File: config.mk
export PLATFORM = sky130hd
export DESIGN_NAME = range_arbiter
export DESIGN_NICKNAME = d
export VERILOG_FILES = /design/src/rtl/range_arbiter.sv
export SDC_FILE = /design/constraint.sdc
export NUM_CORES = 1
export LEC_CHECK = 0
export CELL_PAD_IN_SITES_DETAIL_PLACEMENT = 0
export CELL_PAD_IN_SITES_GLOBAL_PLACEMENT = 2
export CORE_ASPECT_RATIO = 0.7
export CORE_UTILIZATION = 23
export CTS_CLUSTER_SIZE = 25
export DETAILED_ROUTE_END_ITERATION = 10
export PLACE_DENSITY_LB_ADDON = 0.1
export SLEW_MARGIN = 20
export SYNTH_ARGS = -nofsm -noshare
export SYNTH_HDL_FRONTEND = slang
export SYNTH_SLANG_ARGS = --single-unit
File: constraint.sdc
create_clock -name _clock -period 10.15 [get_ports _clock]
set_input_delay 3.045 -clock _clock [delete_from_list [all_inputs] [get_ports _clock]]
set_output_delay 3.045 -clock _clock [all_outputs]
set_load 0.02 [all_outputs]
File: src/rtl/range_arbiter.sv
// Round-robin arbiter that shares one range generator among NREQ requesters:
// it captures a winner's (base, limit, step), launches the generator, and steers its stream back.
module range_arbiter #(
  parameter int NREQ  = 2,
  parameter int WIDTH = 32
) (
  input  logic                  _clock,
  input  logic                  _reset,
  input  logic [NREQ-1:0]       req,
  input  logic [NREQ*WIDTH-1:0] req_base,
  input  logic [NREQ*WIDTH-1:0] req_limit,
  input  logic [NREQ*WIDTH-1:0] req_step,
  output logic [NREQ-1:0]       ack,
  input  logic [NREQ-1:0]       out_ready,
  output logic [NREQ-1:0]       out_valid,
  output logic [WIDTH-1:0]      out_0,
  output logic [NREQ-1:0]       out_done,
  output logic [WIDTH-1:0]      out_count,
  output logic                  busy,
  output logic                  gen_start,
  output logic                  gen_ready,
  output logic [WIDTH-1:0]      gen_base,
  output logic [WIDTH-1:0]      gen_limit,
  output logic [WIDTH-1:0]      gen_step,
  input  logic                  gen_done,
  input  logic                  gen_valid,
  input  logic [WIDTH-1:0]      gen_0
);

  localparam int IDX_W = (NREQ > 1) ? $clog2(NREQ) : 1;

  typedef enum logic [1:0] {
    S_IDLE   = 2'd0,
    S_LAUNCH = 2'd1,
    S_RUN    = 2'd2
  } state_t;

  state_t                    state_q, state_d;
  logic [IDX_W-1:0]          rr_q;
  logic [IDX_W-1:0]          owner_p0;
  logic signed [WIDTH-1:0]   base_p0, limit_p0, step_p0;
  logic [WIDTH-1:0]          count_q;
  logic [WIDTH-1:0]          count_inc;

  logic [IDX_W-1:0]          pick;
  logic                      pick_ok;
  logic                      capture, finish, accept;
  logic [NREQ-1:0]           ack_raw;

  // Index addition modulo NREQ, which need not be a power of two.
  function automatic logic [IDX_W-1:0] wrap_add(input logic [IDX_W-1:0] a,
                                                input logic [IDX_W-1:0] b);
    logic [IDX_W:0] s;
    s = {1'b0, a} + {1'b0, b};
    if (s >= (IDX_W+1)'(NREQ)) s = s - (IDX_W+1)'(NREQ);
    return s[IDX_W-1:0];
  endfunction

  // Descending scan so the lowest offset from the rr pointer wins.
  always_comb begin
    pick    = '0;
    pick_ok = 1'b0;
    for (int k = NREQ - 1; k >= 0; k--) begin
      if (req[wrap_add(rr_q, IDX_W'(k))]) begin
        pick    = wrap_add(rr_q, IDX_W'(k));
        pick_ok = 1'b1;
      end
    end
  end

  assign count_inc = count_q + {{(WIDTH-1){1'b0}}, accept};

  always_comb begin
    state_d   = state_q;
    ack_raw   = '0;
    out_valid = '0;
    out_done  = '0;
    out_0     = '0;
    out_count = '0;
    busy      = 1'b0;
    gen_start = 1'b0;
    gen_ready = 1'b0;
    capture   = 1'b0;
    finish    = 1'b0;
    accept    = 1'b0;
    case (state_q)
      S_IDLE: begin
        if (pick_ok) begin
          ack_raw[pick] = 1'b1;
          capture       = 1'b1;
          state_d       = S_LAUNCH;
        end
      end
      S_LAUNCH: begin
        busy      = 1'b1;
        gen_start = 1'b1;
        state_d   = S_RUN;
      end
      S_RUN: begin
        busy                = 1'b1;
        gen_ready           = out_ready[owner_p0];
        out_valid[owner_p0] = gen_valid;
        out_0               = gen_0;
        accept              = gen_valid && gen_ready;
        if (gen_done && gen_ready) begin
          out_done[owner_p0] = 1'b1;
          out_count          = count_inc;
          finish             = 1'b1;
          state_d            = S_IDLE;
        end
      end
      default: state_d = S_IDLE;
    endcase
  end

  // Keeps ack quiet while reset is held even if requests are already raised.
  assign ack = ack_raw & {NREQ{_reset}};

  assign gen_base  = base_p0;
  assign gen_limit = limit_p0;
  assign gen_step  = step_p0;

  // Capture stage: winner index and its arguments.
  always_ff @(posedge _clock or negedge _reset) begin
    if (!_reset) begin
      state_q  <= S_IDLE;
      rr_q     <= '0;
      owner_p0 <= '0;
      base_p0  <= '0;
      limit_p0 <= '0;
      step_p0  <= '0;
      count_q  <= '0;
    end else begin
      state_q <= state_d;
      if (capture) begin
        owner_p0 <= pick;
        base_p0  <= req_base[int'(pick)*WIDTH +: WIDTH];
        limit_p0 <= req_limit[int'(pick)*WIDTH +: WIDTH];
        step_p0  <= req_step[int'(pick)*WIDTH +: WIDTH];
      end
      if (state_q == S_LAUNCH) count_q <= '0;
      else if (accept)         count_q <= count_inc;
      if (finish) rr_q <= wrap_add(owner_p0, IDX_W'(1));
    end
  end

endmodule

Word level (Yosys, flattened, before mapping)
Cells that the tools add are included.
- word-level logic and storage cells: 77
- bits in registers: 132
- bitwise gates (word level): 2
- equality and inequality tests: 4
- order comparisons: 9
- add/subtract/negate cells: 6
- shift-type cells: 3
- reductions and logical operators: 8
- muxes and demuxes: 38
- operator list (kind ; number):
    64-bit by 7-bit variable part select with 32-bit output ; 3
    32-bit 2-to-1 mux ; 5
    32-bit by 1-bit adder with 32-bit output ; 1
    1-bit 2-to-1 mux ; 23
    2-bit 2-to-1 mux ; 7
    1-bit by 2-bit less-than comparator with 1-bit output, second input constant ; 4
    2-bit case mux with 3 select lines ; 1
    1-bit by 1-bit adder with 2-bit output, second input constant ; 2
    2-bit AND ; 2
    2-bit >= comparator, second input constant ; 2
    1-bit logical AND ; 4
    2-bit != test, second input constant ; 2
    1-bit subtractor, second input constant ; 3
    1-bit demux with 1-bit select ; 2
    2-bit by 1-bit equality test with 1-bit output, second input constant ; 1
    2-bit equality test, second input constant ; 1
    1-bit >= comparator, second input constant ; 2
    1-bit by 2-bit >= comparator with 1-bit output, second input constant ; 1
    2-bit zero test ; 1
    2-bit AND reduction ; 1
    2-bit nonzero test ; 1
    2-bit OR reduction ; 1

Longest topological paths before layout
Gate-level depths: netlist of run 1.
- depth in word-level cells: 14
- gate-level depth with buffers: 15
- mapped depth without buffers: 10

Worst setup path before layout of run 1
Ideal clock, no wire load.
- path type: input -> output
- start: in out_ready[1]
- end: out out_count[19]
- slack: 1.667 ns
- stages: 11
- data arrival time: 5.438 ns
- required time: 7.105 ns
- buffers on the path: 3
- cell sequence: mux2_2 > nand2_1 > clkbuf_1 > inv_1 > ha_1 > nand4_1 > or4_1 > clkbuf_1 > buf_2 > or3_1 > a21oi_1
- cells in the longest elaborated chain, start to end: 7
- elaborated cells on any way between the ends: 8
- ends and longest elaborated chain (item ; RTL line ; text):
    start, declared ; 14 ; input logic [NREQ-1:0] out_ready,
    1-bit 2-to-1 mux (implied by the code) * (2 in series) ; 101 ; gen_ready = out_ready[owner_p0];
    1-bit logical AND ; 104 ; accept = gen_valid && gen_ready;
    1-bit 2-to-1 mux ; 86 ; case (state_q)
    32-bit by 1-bit adder with 32-bit output ; 71 ; assign count_inc = count_q + {{(WIDTH-1){1'b0}}, accept};
    32-bit 2-to-1 mux * ; 105 ; if (gen_done && gen_ready) begin
    32-bit 2-to-1 mux * ; 86 ;
    end, declared ; 18 ; output logic [WIDTH-1:0] out_count,
Every way passes the cells marked *; elsewhere a longest branch is shown, timed or not. The select of a mux whose other input is x is not followed.

Final worst setup path of run 1
Same ends and word-level chain as after synthesis.

==> flow_summary.json, run 1 <==
{
  "status": "completed",
  "root_buffer": "clkbuf_16",
  "path_cells": "clkdlybuf4s50_1, mux2_2, nand2_1, inv_1, ha_1, nand4_1, or4_1, buf_4, or3_1, a21oi_1, clkdlybuf4s50_1",
  "layout-drive-gt1-share": 0.04928,
  "cts_tree": "built",
  "gp_congestion": 0.8194,
  "antenna_found_initial": 1,
  "post_cts_resized": 0,
  "port_buffers": 400,
  "slew_headroom": 0.3449,
  "setup_viol": 0,
  "syn_avg_cell_area_um2": 8.870,
  "rsz0062_at_grt": "no",
  "placed_area_mm2": 0.01145,
  "fin_area_mm2": 0.01200,
  "final_cell_count_no_fill": 1590,
  "synth_nets": 1034,
  "wl_per_cell_um": 19.65,
  "powerDensity_mw_per_mm2": 241.1,
  "critPathSlowestCell": "or4_1",
  "die_h_um": 148.7,
  "ir_drop_v": 0.0001091,
  "synth_area_mm2": 0.007069,
  "insertion_delay_ps": 430,
  "yosysTopAreaCell": "dfrtp_1",
  "cap_viol_max_count": 0,
  "timing.reg2reg.setup_slack_ps": 6190,
  "r2r_start": "state_q[0]$_DFFE_PN0P_",
  "dieWidth_um": 211.5,
  "grt_overflow_total": 0,
  "initial_utilization": 0.2348,
  "slew_violations": 0,
  "crit_required_ps": 7110,
  "cts_sinks": 132,
  "first_iter_violations": 421,
  "critPathLaunchType": "input port",
  "critPathKind": "in -> out",
  "grt_pass1_wl_um": 46080,
  "firstDrtPassIters": 5,
  "layout.nets": 1401,
  "worst_slack_ps": 596.5,
  "synth-seq-area-share": 0.4673,
  "htree_levels": 4,
  "final_cell_mix": "clkdlybuf4s50_1, nand2_1, dfrtp_1, a22oi_1, o21ai_0",
  "fmax_mhz": 104.7,
  "clkTransAtPathRegs_ps": 60,
  "worstMarginPinSlew_ps": 982.7,
  "clock_path_buffers": 2,
  "synth_warnings": 0,
  "hold_ws_ps": 476.2,
  "grt_pass1_vias": 7387,
  "rows": 53,
  "synth_cell_types": 41,
  "num_vias": 7335,
  "min_from": "gen_step[30]$_DFFE_PN0P_",
  "cpMostUsedCell": "clkdlybuf4s50_1",
  "ioPinCount": 401,
  "min_period_ps": 9554,
  "grt_max_degree": 84,
  "drt-total-wl_um": 31240,
  "coreArea_mm2": 0.03011,
  "die-area_mm2": 0.03145,
  "cpPeakStageDelay_ps": 660,
  "critPathMaxFanout": 14,
  "post_cts_buffers": 0,
  "final.setup.tns_ps": 0,
  "dp_slack_ps": 595.0,
  "final-hold-violation-count": 0,
  "cts-hold-fix-buffers": 0,
  "finalClockSkew_ps": 12.38,
  "cp-startpoint": "out_ready[1]",
  "synthCells": 797,
  "synthTopCellsByArea": "dfrtp_1, nand2_1, a22oi_1",
  "min_path_type": "reg -> reg",
  "layout_commonest_cell": "clkdlybuf4s50_1",
  "place_inst": 1557,
  "synthDominantCellAreaShare": 0.4673,
  "drcViolationCount": 0,
  "p_leak_nw": 4.817,
  "grt_usage": 0.1976,
  "dp_hpwl_um": 23500,
  "area_growth_syn_to_layout_pct": 69.75,
  "crit_path_end_kind": "primary output",
  "synth-seq-cells": 132,
  "finalCritPeriodShare": 0.9412,
  "arrival_ps": 6510,
  "numCtsBuffers": 17,
  "vias_per_cell": 4.613,
  "ant_nets": 0
}
[cell type report]
cell class	count	area [um2]
Clock buffer	20	466.7
Inverter	10	37.54
Multi-Input combinational cell	592	3506
Antenna cell	1	2.502
Fill cell	3058	18110
Tap cell	412	515.5
Sequential cell	132	3303
Clock inverter	12	81.33
Timing Repair Buffer	411	4088
[worst max-delay path: cells and delay by family]
family | cells | cell delay [ps]
AOI/OAI and AO/OA | 1 | 150
adders and majority gates | 1 | 340
buffers and inverters | 4 | 1530
muxes | 1 | 220
and+or+nand+nor | 4 | 1210
[cell usage after synthesis]
cell / count
xor2_1: 6
and4_1: 6
a21boi_0: 1
nand2b_1: 1
a21oi_1: 47
dfrtp_1: 132
o21a_1: 2
and2_1: 38
nor4_1: 5
and3_1: 4
or4b_1: 1
nor3_1: 7
ha_1: 5
o21ai_0: 57
or4_4: 1
o21ai_1: 1
a21o_1: 2
xnor2_1: 10
mux2_2: 4
nand4_4: 1
mux2i_1: 38
nand2_1: 171
a22oi_1: 59
clkbuf_1: 52
o21ba_2: 1
a31o_2: 1
nor2b_1: 2
or2_2: 1
nand4_2: 1
nand3_1: 14
o31ai_1: 21
or4_1: 24
nand4_1: 12
buf_6: 1
buf_2: 3
buf_1: 6
clkbuf_2: 1
nor2_1: 25
or3_1: 22
o41ai_1: 1
inv_1: 10
[flip-flops by register name, summed over array words and instances (netlist names)]
signal,cells
state_q,2
rr_q,1
gen_base,32
gen_limit,32
owner_p0,1
gen_step,32
count_q,32
[worst paths after layout]
kind	to	cells after the start
max reg2reg	count_q[19]$_DFFE_PN0P_	11
min in group asynchronous	gen_step[27]$_DFFE_PN0P_	1
min reg2reg	gen_step[30]$_DFFE_PN0P_	2
min	gen_step[30]$_DFFE_PN0P_	2
max in group asynchronous	gen_limit[31]$_DFFE_PN0P_	2
max	out_count[19]	11
[logic make-up (layout without fill, tap and decap cells)]
family	after synthesis	count (layout)	synth area share
other	0	1	0
multiplexers	42	42	0.06018
flip-flops	132	132	0.4673
XOR/XNOR	16	16	0.01982
AO/OA/AOI/OAI	193	193	0.1685
AND/OR/NAND/NOR	336	336	0.2349
adder cells (fa/ha/maj)	5	5	0.008850
buffers and inverters	73	453	0.04053
[layer usage]
layer	vias up	routed length, um	track usage
met5	-	0	0
met4	0	469	0.05000
met3	27	2175	0.06208
met2	239	15830	0.3477
met1	3500	12770	0.2323
li1	3569	-	-
[power breakdown]
| group | internal (mW) | switching, mW | leakage [nW] | total [mW] |
|---|---|---|---|---|
| clock | 0.331 | 0.256 | 0.264 | 0.587 |
| sequential | 0.727 | 0.120 | 1.67 | 0.847 |
| combinational | 0.649 | 0.811 | 2.89 | 1.46 |
| total | 1.71 | 1.19 | 4.82 | 2.89 |
[per-stage QoR]
stage               power, mW  utilization
global placement        2.339       0.3803
finish                  2.894       0.3986
detailed placement      2.333       0.3803
global route            3.077       0.3985
floorplan               1.560            -
CTS                     2.940       0.3985
Note: power is estimated with default switching activity, not from simulation.
==> run 2: changes to the inputs <==
- clock period: 10.15 -> 11.3 ns (I/O delays scaled with it)
==> flow_summary.json, run 2 (same netlist as run 1, synthesis figures left out) <==
{
  "r2r_start": "state_q[0]$_DFFE_PN0P_",
  "cpMostUsedCell": "clkdlybuf4s50_1",
  "root_buffer": "clkbuf_16",
  "cp_top_family": "buffers and inverters",
  "num_vias": 7285,
  "dp_hpwl_um": 23250,
  "switching_share": 0.4065,
  "slew_headroom": 0.3186,
  "drt-total-wl_um": 31070,
  "slew_violations": 0,
  "layout_commonest_cell": "clkdlybuf4s50_1",
  "clock_path_buffers": 2,
  "setup_viol": 0,
  "clkPwrFrac": 0.209,
  "grt_overflow_total": 0,
  "vias_per_cell": 4.585,
  "area_growth_syn_to_layout_pct": 69.98,
  "worstMarginPinSlew_ps": 1022,
  "powerDensity_mw_per_mm2": 218.2,
  "r2r-end": "count_q[19]$_DFFE_PN0P_",
  "cts_sinks": 132,
  "seqPwrFrac": 0.290,
  "critPathSlowestCell": "or4_1",
  "combPwrFrac": 0.501,
  "final.setup.tns_ps": 0,
  "rr_worst_depth": 11,
  "cap_viol_max_count": 0,
  "worst_slack_ps": 1052,
  "ioPinCount": 401,
  "final-hold-violation-count": 0,
  "firstDrtPassIters": 5,
  "min_period_ps": 10250,
  "finalCritPeriodShare": 0.9069,
  "insertion_delay_ps": 440,
  "crit_path_end_kind": "primary output",
  "post_cts_resized": 0,
  "dp_slack_ps": 1050,
  "drcViolationCount": 0,
  "critPathLaunchType": "input port",
  "htree_levels": 4,
  "critPathMaxFanout": 13,
  "rsz0062_at_grt": "no",
  "timing.reg2reg.setup_slack_ps": 7330,
  "cpPeakStageDelay_ps": 710,
  "arrival_ps": 6860,
  "cts_tree": "built",
  "post_cts_buffers": 0,
  "ir_drop_v": 0.0001071,
  "numCtsBuffers": 17,
  "wl_per_cell_um": 19.55,
  "cts-hold-fix-buffers": 0,
  "finalClockSkew_ps": 12.16,
  "fmax_mhz": 97.58,
  "critPathKind": "in -> out",
  "initial_utilization": 0.2348,
  "die-area_mm2": 0.03145,
  "dieWidth_um": 211.5,
  "final_cell_mix": "clkdlybuf4s50_1, nand2_1, dfrtp_1, a22oi_1, o21ai_0",
  "min_path_type": "reg -> reg",
  "clkTransAtPathRegs_ps": 60,
  "port_buffers": 400,
  "p_int_mw": 1.556,
  "path_cells": "clkdlybuf4s50_1, mux2_2, nand2_1, inv_1, ha_1, nand4_1, or4_1, buf_4, or3_1, a21oi_1, clkdlybuf4s50_1",
  "status": "completed",
  "grt_max_degree": 99,
  "coreArea_mm2": 0.03011,
  "gp_congestion": 0.7884,
  "ant_nets": 0,
  "grt_pass1_wl_um": 46440,
  "cp-startpoint": "out_ready[1]",
  "rows": 53,
  "p_leak_nw": 4.830,
  "antenna_found_initial": 1,
  "critPathCapture": "out_count[19]",
  "die_h_um": 148.7,
  "cp.depth": 11,
  "p_sw_mw": 1.066,
  "grt_pass1_vias": 7457,
  "grt_usage": 0.2009,
  "first_iter_violations": 436,
  "layout.nets": 1400,
  "crit_required_ps": 7910,
  "layout-drive-gt1-share": 0.04847,
  "crit_buf_inv": 4
}
[run 2: cell types whose count changed in the layout (fill, tap and decap cells not counted)]
cell        previous run  this run
buf_4                 11        10
bufinv_16              0         1
clkinvlp_4             4         2
clkinv_4               2         3
[run 2: metrics by stage]
step	hold slack, ps	utilization	std cells	cell area, um2	total power, mW
final	476.6	0.3991	1589	12020	2.621
after global routing	500.6	0.3991	1589	12020	2.795
after CTS	482.6	0.3991	1588	12010	2.662
after detailed placement	468.8	0.3801	1556	11440	2.096
after global placement	462.8	0.3801	1556	11440	2.100
after floorplan	484.4	-	797	7069	1.402
[run 2: cell type report]
class / instances / area (um2)
fillers: 3096 / 18090
repair buffers: 410 / 4080
multi-input cells: 592 / 3506
flip-flops and latches: 132 / 3303
well taps: 412 / 515.5
clock buffers: 20 / 466.7
clock inverters: 12 / 105.1
inverters: 10 / 37.54
diodes: 1 / 2.502
[run 2: worst min-delay path, cell delays in order, from the launching register on]
cell,delay [ps]
dfrtp_1,340
nand2_1,40
o21ai_0,60
[run 2: power by group through the flow]
| stage | clock (mW) | combinational (mW) | sequential, mW |
|---|---|---|---|
| after floorplan | 0 | 0.442 | 0.960 |
| after global placement | 0 | 1.34 | 0.763 |
| after detailed placement | 0 | 1.33 | 0.763 |
| after CTS | 0.566 | 1.33 | 0.762 |
| after global routing | 0.585 | 1.42 | 0.787 |
| final | 0.548 | 1.31 | 0.761 |
[run 2: worst min path at each step]
stage | endpoint | cells past startpoint | startpoint | slack (ps)
2_1_floorplan | rr_q$_DFFE_PN0P_ | 2 | rr_q$_DFFE_PN0P_ | 480
3_3_place_gp | gen_limit[30]$_DFFE_PN0P_ | 2 | gen_limit[30]$_DFFE_PN0P_ | 460
3_5_place_dp | gen_step[30]$_DFFE_PN0P_ | 2 | gen_step[30]$_DFFE_PN0P_ | 470
4_1_cts | gen_step[30]$_DFFE_PN0P_ | 2 | gen_step[30]$_DFFE_PN0P_ | 480
5_1_grt | gen_limit[13]$_DFFE_PN0P_ | 2 | gen_limit[13]$_DFFE_PN0P_ | 500
6_report | gen_limit[23]$_DFFE_PN0P_ | 2 | gen_limit[23]$_DFFE_PN0P_ | 480
[run 2: routing by layer]
layer,global-route usage,routed length (um)
met1,0.2416,12820
met2,0.3439,15810
met3,0.05828,1944
met5,0,0
met4,0.06522,494
